`src/rtl/des_pkg.sv`:
```
// Shared DES sequencing constants, FSM encoding and a counter-width helper
// for the L/R half-block sequencer and its round/iteration counter.
package des_pkg;

    localparam int DES_ROUNDS    = 16;
    localparam int DESCRYPT_ITER = 25;
    localparam int HALF_W        = 32;

    typedef enum logic {
        IDLE = 1'b0,
        RUN  = 1'b1
    } seq_state_e;

    // Counter width for a count range of n values; never narrower than one bit.
    function automatic int cnt_w(input int n);
        if (n > 1) begin
            return $clog2(n);
        end else begin
            return 1;
        end
    endfunction

endpackage

```
`src/rtl/des_round_iter_ctr.sv`:
```
// Latency / round / iteration counters for the DES round schedule, with the
// capture strobe (end of a round) and the last strobe (end of the candidate).
module des_round_iter_ctr
    import des_pkg::*;
#(
    parameter int ROUNDS     = DES_ROUNDS,
    parameter int ITERATIONS = DESCRYPT_ITER,
    parameter int RND_LAT    = 2
) (
    input  logic       clk_i,
    input  logic       rst_ni,
    input  logic       clear_i,
    input  logic       run_i,
    output logic       capture_o,
    output logic       last_o,
    output logic [3:0] rnd_idx_o
);

    localparam int LAT_W = cnt_w(RND_LAT + 1);
    localparam int IT_W  = cnt_w(ITERATIONS);

    logic [LAT_W-1:0] lat_q, lat_d;
    logic [3:0]       rnd_q, rnd_d;
    logic [IT_W-1:0]  it_q,  it_d;
    logic             lat_end_s;
    logic             rnd_end_s;
    logic             it_end_s;

    assign lat_end_s = (lat_q == LAT_W'(RND_LAT));
    assign rnd_end_s = (rnd_q == 4'(ROUNDS - 1));
    assign it_end_s  = (it_q  == IT_W'(ITERATIONS - 1));

    assign capture_o = run_i & lat_end_s;
    assign last_o    = run_i & lat_end_s & rnd_end_s & it_end_s;
    assign rnd_idx_o = rnd_q;

    // Next-count logic: lat_cnt wraps each round, rnd_cnt each pass, it_cnt each candidate.
    always_comb begin
        lat_d = lat_q;
        rnd_d = rnd_q;
        it_d  = it_q;
        if (clear_i) begin
            lat_d = '0;
            rnd_d = '0;
            it_d  = '0;
        end else if (run_i) begin
            if (lat_end_s) begin
                lat_d = '0;
                if (rnd_end_s) begin
                    rnd_d = '0;
                    if (it_end_s) begin
                        it_d = '0;
                    end else begin
                        it_d = it_q + IT_W'(1);
                    end
                end else begin
                    rnd_d = rnd_q + 4'd1;
                end
            end else begin
                lat_d = lat_q + LAT_W'(1);
            end
        end else begin
            lat_d = lat_q;
        end
    end

    // Counter registers with synchronous active-low reset.
    always_ff @(posedge clk_i) begin
        if (!rst_ni) begin
            lat_q <= '0;
            rnd_q <= '0;
            it_q  <= '0;
        end else begin
            lat_q <= lat_d;
            rnd_q <= rnd_d;
            it_q  <= it_d;
        end
    end

endmodule

```
`src/rtl/des_lr_sequencer.sv`:
```
// DES L/R half-block sequencer: runs ROUNDS x ITERATIONS Feistel rounds around an
// external f-function/XOR pipeline and emits the final preoutput with a DONE pulse.
module des_lr_sequencer
    import des_pkg::*;
#(
    parameter int ROUNDS     = DES_ROUNDS,
    parameter int ITERATIONS = DESCRYPT_ITER,
    parameter int RND_LAT    = 2
) (
    input  logic                  CLK,
    input  logic                  RST_N,
    input  logic                  START,
    input  logic [2*HALF_W-1:0]   BLOCK_IN,
    output logic [HALF_W-1:0]     R_OUT,
    output logic [HALF_W-1:0]     L_OUT,
    output logic [3:0]            ROUND_IDX,
    input  logic [HALF_W-1:0]     XOR_IN,
    output logic                  BUSY,
    output logic                  DONE,
    output logic [2*HALF_W-1:0]   BLOCK_OUT
);

    seq_state_e          state_q, state_d;
    logic [HALF_W-1:0]   l_q, l_d;
    logic [HALF_W-1:0]   r_q, r_d;
    logic [2*HALF_W-1:0] bo_q, bo_d;
    logic                busy_q, busy_d;
    logic                done_q, done_d;
    logic                accept_s;
    logic                run_s;
    logic                capture_s;
    logic                last_s;
    logic [3:0]          rnd_idx_s;

    assign accept_s = (state_q == IDLE) & START;
    assign run_s    = (state_q == RUN);

    des_round_iter_ctr #(
        .ROUNDS     (ROUNDS),
        .ITERATIONS (ITERATIONS),
        .RND_LAT    (RND_LAT)
    ) u_ctr (
        .clk_i     (CLK),
        .rst_ni    (RST_N),
        .clear_i   (accept_s),
        .run_i     (run_s),
        .capture_o (capture_s),
        .last_o    (last_s),
        .rnd_idx_o (rnd_idx_s)
    );

    // FSM next state and L/R datapath; the final round of a pass is not swapped.
    always_comb begin
        state_d = state_q;
        l_d     = l_q;
        r_d     = r_q;
        bo_d    = bo_q;
        done_d  = 1'b0;
        case (state_q)
            IDLE: begin
                if (START) begin
                    l_d     = BLOCK_IN[2*HALF_W-1:HALF_W];
                    r_d     = BLOCK_IN[HALF_W-1:0];
                    state_d = RUN;
                end else begin
                    state_d = IDLE;
                end
            end
            RUN: begin
                if (capture_s) begin
                    if (rnd_idx_s == 4'(ROUNDS - 1)) begin
                        l_d = XOR_IN;
                        if (last_s) begin
                            bo_d    = {XOR_IN, r_q};
                            done_d  = 1'b1;
                            state_d = IDLE;
                        end else begin
                            state_d = RUN;
                        end
                    end else begin
                        l_d = r_q;
                        r_d = XOR_IN;
                    end
                end else begin
                    state_d = RUN;
                end
            end
            default: begin
                state_d = IDLE;
            end
        endcase
        busy_d = (state_d == RUN);
    end

    // State, half-block and output registers with synchronous active-low reset.
    always_ff @(posedge CLK) begin
        if (!RST_N) begin
            state_q <= IDLE;
            l_q     <= '0;
            r_q     <= '0;
            bo_q    <= '0;
            busy_q  <= 1'b0;
            done_q  <= 1'b0;
        end else begin
            state_q <= state_d;
            l_q     <= l_d;
            r_q     <= r_d;
            bo_q    <= bo_d;
            busy_q  <= busy_d;
            done_q  <= done_d;
        end
    end

    assign L_OUT     = l_q;
    assign R_OUT     = r_q;
    assign ROUND_IDX = rnd_idx_s;
    assign BUSY      = busy_q;
    assign DONE      = done_q;
    assign BLOCK_OUT = bo_q;

endmodule

```
`config.mk`:
```
export PLATFORM = sky130hd
export DESIGN_NAME = des_lr_sequencer
export DESIGN_NICKNAME = d
export VERILOG_FILES = /design/src/rtl/des_pkg.sv /design/src/rtl/des_round_iter_ctr.sv /design/src/rtl/des_lr_sequencer.sv
export SDC_FILE = /design/constraint.sdc
export NUM_CORES = 1
export LEC_CHECK = 0
export CORE_ASPECT_RATIO = 1.75
export CORE_MARGIN = 2
export CORE_UTILIZATION = 45
export DETAILED_ROUTE_END_ITERATION = 8
export PLACE_DENSITY = 0.85
export SYNTH_ARGS = -nofsm -noshare
export SYNTH_HDL_FRONTEND = slang
export SYNTH_SLANG_ARGS = --single-unit
```
`constraint.sdc`:
```
create_clock -name CLK -period 2 [get_ports CLK]
set_input_delay 0.4 -clock CLK [delete_from_list [all_inputs] [get_ports CLK]]
set_output_delay 0.4 -clock CLK [all_outputs]
set_load 0.005 [all_outputs]
```
==> results.sh <==
export IMPL_status="finished, final reports clean"
export IMPL_core_um2=14300
export IMPL_ys_ff_latch=141
export IMPL_hold_depth=3
export IMPL_cp_required_ns=1.60
export IMPL_die_area_um2=15490
export IMPL_fin_crit_sh=0.9621
export IMPL_worstPathArrival_ns=1.52
export IMPL_netlist_area_leader_share=0.4335
export IMPL_cts_sinks=141
export IMPL_grt_pass1_vias=6080
export IMPL_clkSlewWorstSetupHoldPaths_ns=0.06
export IMPL_synthArstFlopShare=0
export IMPL_grt_util_all_layers=0.2613
export IMPL_clock_path_buffers=2
export IMPL_synth_enable_flop_cells=0
export IMPL_synth_fa_ha_area_frac=0.005765
export IMPL_yosys_area_share_simple=0.2227
export IMPL_wire_per_inst_um=18.07
export IMPL_synthFlopType="dfxtp_1"
export IMPL_grt_max_degree=93
export IMPL_syn_avg_cell_area_um2=9.081
export IMPL_synthMuxAreaShare=0.2029
export IMPL_fin_crit_ns=1.924
export IMPL_drive_gt1_frac=0.1163
export IMPL_max_freq_ghz=0.5197
export IMPL_cts_root_buffer="clkbuf_16"
export IMPL_cp_num_buf_inv=1
export IMPL_holdWs_ns=0.3086
export IMPL_leakage_uw=0.003462
export IMPL_final_util=0.6710
export IMPL_power_total_uw=7222
export IMPL_synth_compound_area_frac=0.07725
export IMPL_vias=6227
export IMPL_tritoncts="yes"
export IMPL_start_util=0.4555
export IMPL_r2r_cells=4
export IMPL_cts_htree_levels=4
export IMPL_drv_cap=0
export IMPL_rows=58
export IMPL_ys_top_cells_by_area="dfxtp_1 43%, mux2i_1 15%, nand2_1 9.6%"
export IMPL_slowest_stage="clkdlybuf4s50_1"
export IMPL_hold_violations=0
export IMPL_worst_slew_pin_transition_ns=0.4767
export IMPL_synth_xor_area_share=0
export IMPL_cellPowerDensity_nw_per_um2=752.8
export IMPL_r2r_start="BUSY"
export IMPL_cts_hold_buf=0
export IMPL_rsz0062_at_grt="false"
export IMPL_routabilityCongestion=0.8323
export IMPL_finalSetupViolations=0
export IMPL_yosysWarnings=0
export IMPL_die_h_um=163.1
export IMPL_drtIter0Drc=323
export IMPL_layout_commonest_cell="clkdlybuf4s50_1"
export IMPL_place_ws_ns=-0.01028
export IMPL_critPathMaxFanout=13
export IMPL_antenna_found_initial=0
export IMPL_routed_wl_um=20190
export IMPL_synth_top_family_by_area="simple AND/OR/NAND/NOR gates"
export IMPL_fin_worst_skew_ns=0.01170
export IMPL_synthCells=717
export IMPL_nets=1026
export IMPL_clock_latency_ns=0.42
export IMPL_cts_buffers=17
export IMPL_drc=0
export IMPL_r2r_slack_ns=0.13
export IMPL_syn_nets=819
export IMPL_post_place_cells=1085
export IMPL_avgViaCountPerCell=5.575
export IMPL_crit_chain="clkdlybuf4s50_1"
export IMPL_hp_start="RST_N"
export IMPL_irDropWorstVdd_uv=563.0
export IMPL_n_antenna_cell=0
export IMPL_die_width_um=94.93
export IMPL_hold_class="in2reg"
export IMPL_slew_headroom=0.6822
export IMPL_ys_seq_area_frac=0.4335
export IMPL_setup_slack_ns=0.07584
export IMPL_regToRegEndpoint="L_OUT[1]"
export IMPL_io_buffers=232
export IMPL_grt_overflow_total=0
export IMPL_drt_pass1_iter_count=4
export IMPL_layoutNonFillerInstCount=1117
export IMPL_layout_common_cells="231 x clkdlybuf4s50_1, 167 x nand2_1, 140 x dfxtp_1, 96 x mux2i_1, 64 x nor3_1"
export IMPL_worstSetupStartpointType="flop"
export IMPL_critical_path_class="reg2out"
export IMPL_drtAntennaViolNets=0
export IMPL_grt_pass1_wl_um=31670
export IMPL_maxSlewViolCount=0
export IMPL_ios=233
export IMPL_netlist_area_um2=6511
export IMPL_hpwl_um=13790
export IMPL_cp_slowest_stage_delay_ns=0.57
export IMPL_end_kind="output pin"
export IMPL_synth_distinct_cells=36
export IMPL_hold_path_end="BUSY"
export IMPL_yosys_area_top_type="dfxtp_1"
export IMPL_cp_top_family="buffers and inverters"
export IMPL_areaGrowthSynthToFinish_pct=47.33
through the flow:
| step | instance area, µm² | setup TNS [ns] |
|---|---|---|
| after floorplan | 6511 | 0 |
| after global placement | 8982 | 0 |
| after detailed placement | 8982 | -0.01028 |
| after CTS | 9589 | 0 |
| after global routing | 9593 | 0 |
| final | 9593 | 0 |
state kept, by name, indices dropped and copies added, names as in the netlist:
name / count
R_OUT: 32
BUSY: 1
L_OUT: 32
u_ctr.rnd_idx_o: 4
DONE: 1
BLOCK_OUT: 64
u_ctr.it_q: 5
u_ctr.lat_q: 2
per-layer routing:
layer | vias to the layer above | track usage | part of all wire
met4 | 0 | 0.1265 | 0.036
met3 | 50 | 0.04613 | 0.058
met2 | 247 | 0.4671 | 0.53
li1 | 2961 | - | -
met1 | 2969 | 0.2927 | 0.38
met5 | - | 0 | 0
cells by family after synthesis:
family / count (synthesis)
DFF: 141
muxes: 128
AOI/OAI and AO/OA: 53
buffers and inverters: 71
and+or+nand+nor: 321
adders and majority gates: 3
cell type report:
cell class	count	area, µm²
clock buffer	19	442.9
clock inverter	13	163.9
fill	1075	4703
inverter	4	15.01
multi-input combinational	505	3338
sequential	141	2824
tap	180	225.2
timing repair buffer	255	2584
cells in the mapped netlist (6+ instances only):
| library cell | instances |
|---|---|
| o41ai_2 | 10 |
| dfxtp_1 | 141 |
| nand4_1 | 34 |
| nor3_1 | 64 |
| mux2_2 | 32 |
| buf_4 | 10 |
| buf_2 | 16 |
| nor2_1 | 36 |
| a21oi_1 | 7 |
| nand3_1 | 6 |
| nand2_1 | 167 |
| clkbuf_1 | 30 |
| buf_6 | 7 |
| o41ai_1 | 22 |
| mux2i_1 | 96 |
what timing repair did:
item	CTS	global route
endpoints found under the setup margin	0	14
resized for setup	0	1
buffers inserted	0	0
worst max path at each step:
stage	startpoint	end	slack (ns)	cells past startpoint
after CTS	BUSY	BUSY	0.06	1
after global routing	BUSY	L_OUT[1]	0.007	4
after global placement	START	L_OUT[3]	0.08	5
after floorplan	u_ctr.rnd_idx_o[0]	L_OUT[10]	0.42	6
after detailed placement	START	L_OUT[1]	-0.01	5
final	BUSY	BUSY	0.08	1
report_power, final:
group          switching [µW]  leakage (µW)  internal (µW)
Clock                    1280      0.000294           2000
Combinational             416       0.00202            539
Sequential               76.4       0.00115           2910
Total                    1770       0.00346           5450
worst reg2reg max path, cell delays in order, from the launching register on:
cell	delay, ns
dfxtp_2	0.54
and3b_1	0.48
o21ai_4	0.13
buf_12	0.19
o41ai_1	0.42
(Power assumes the default switching activity.)
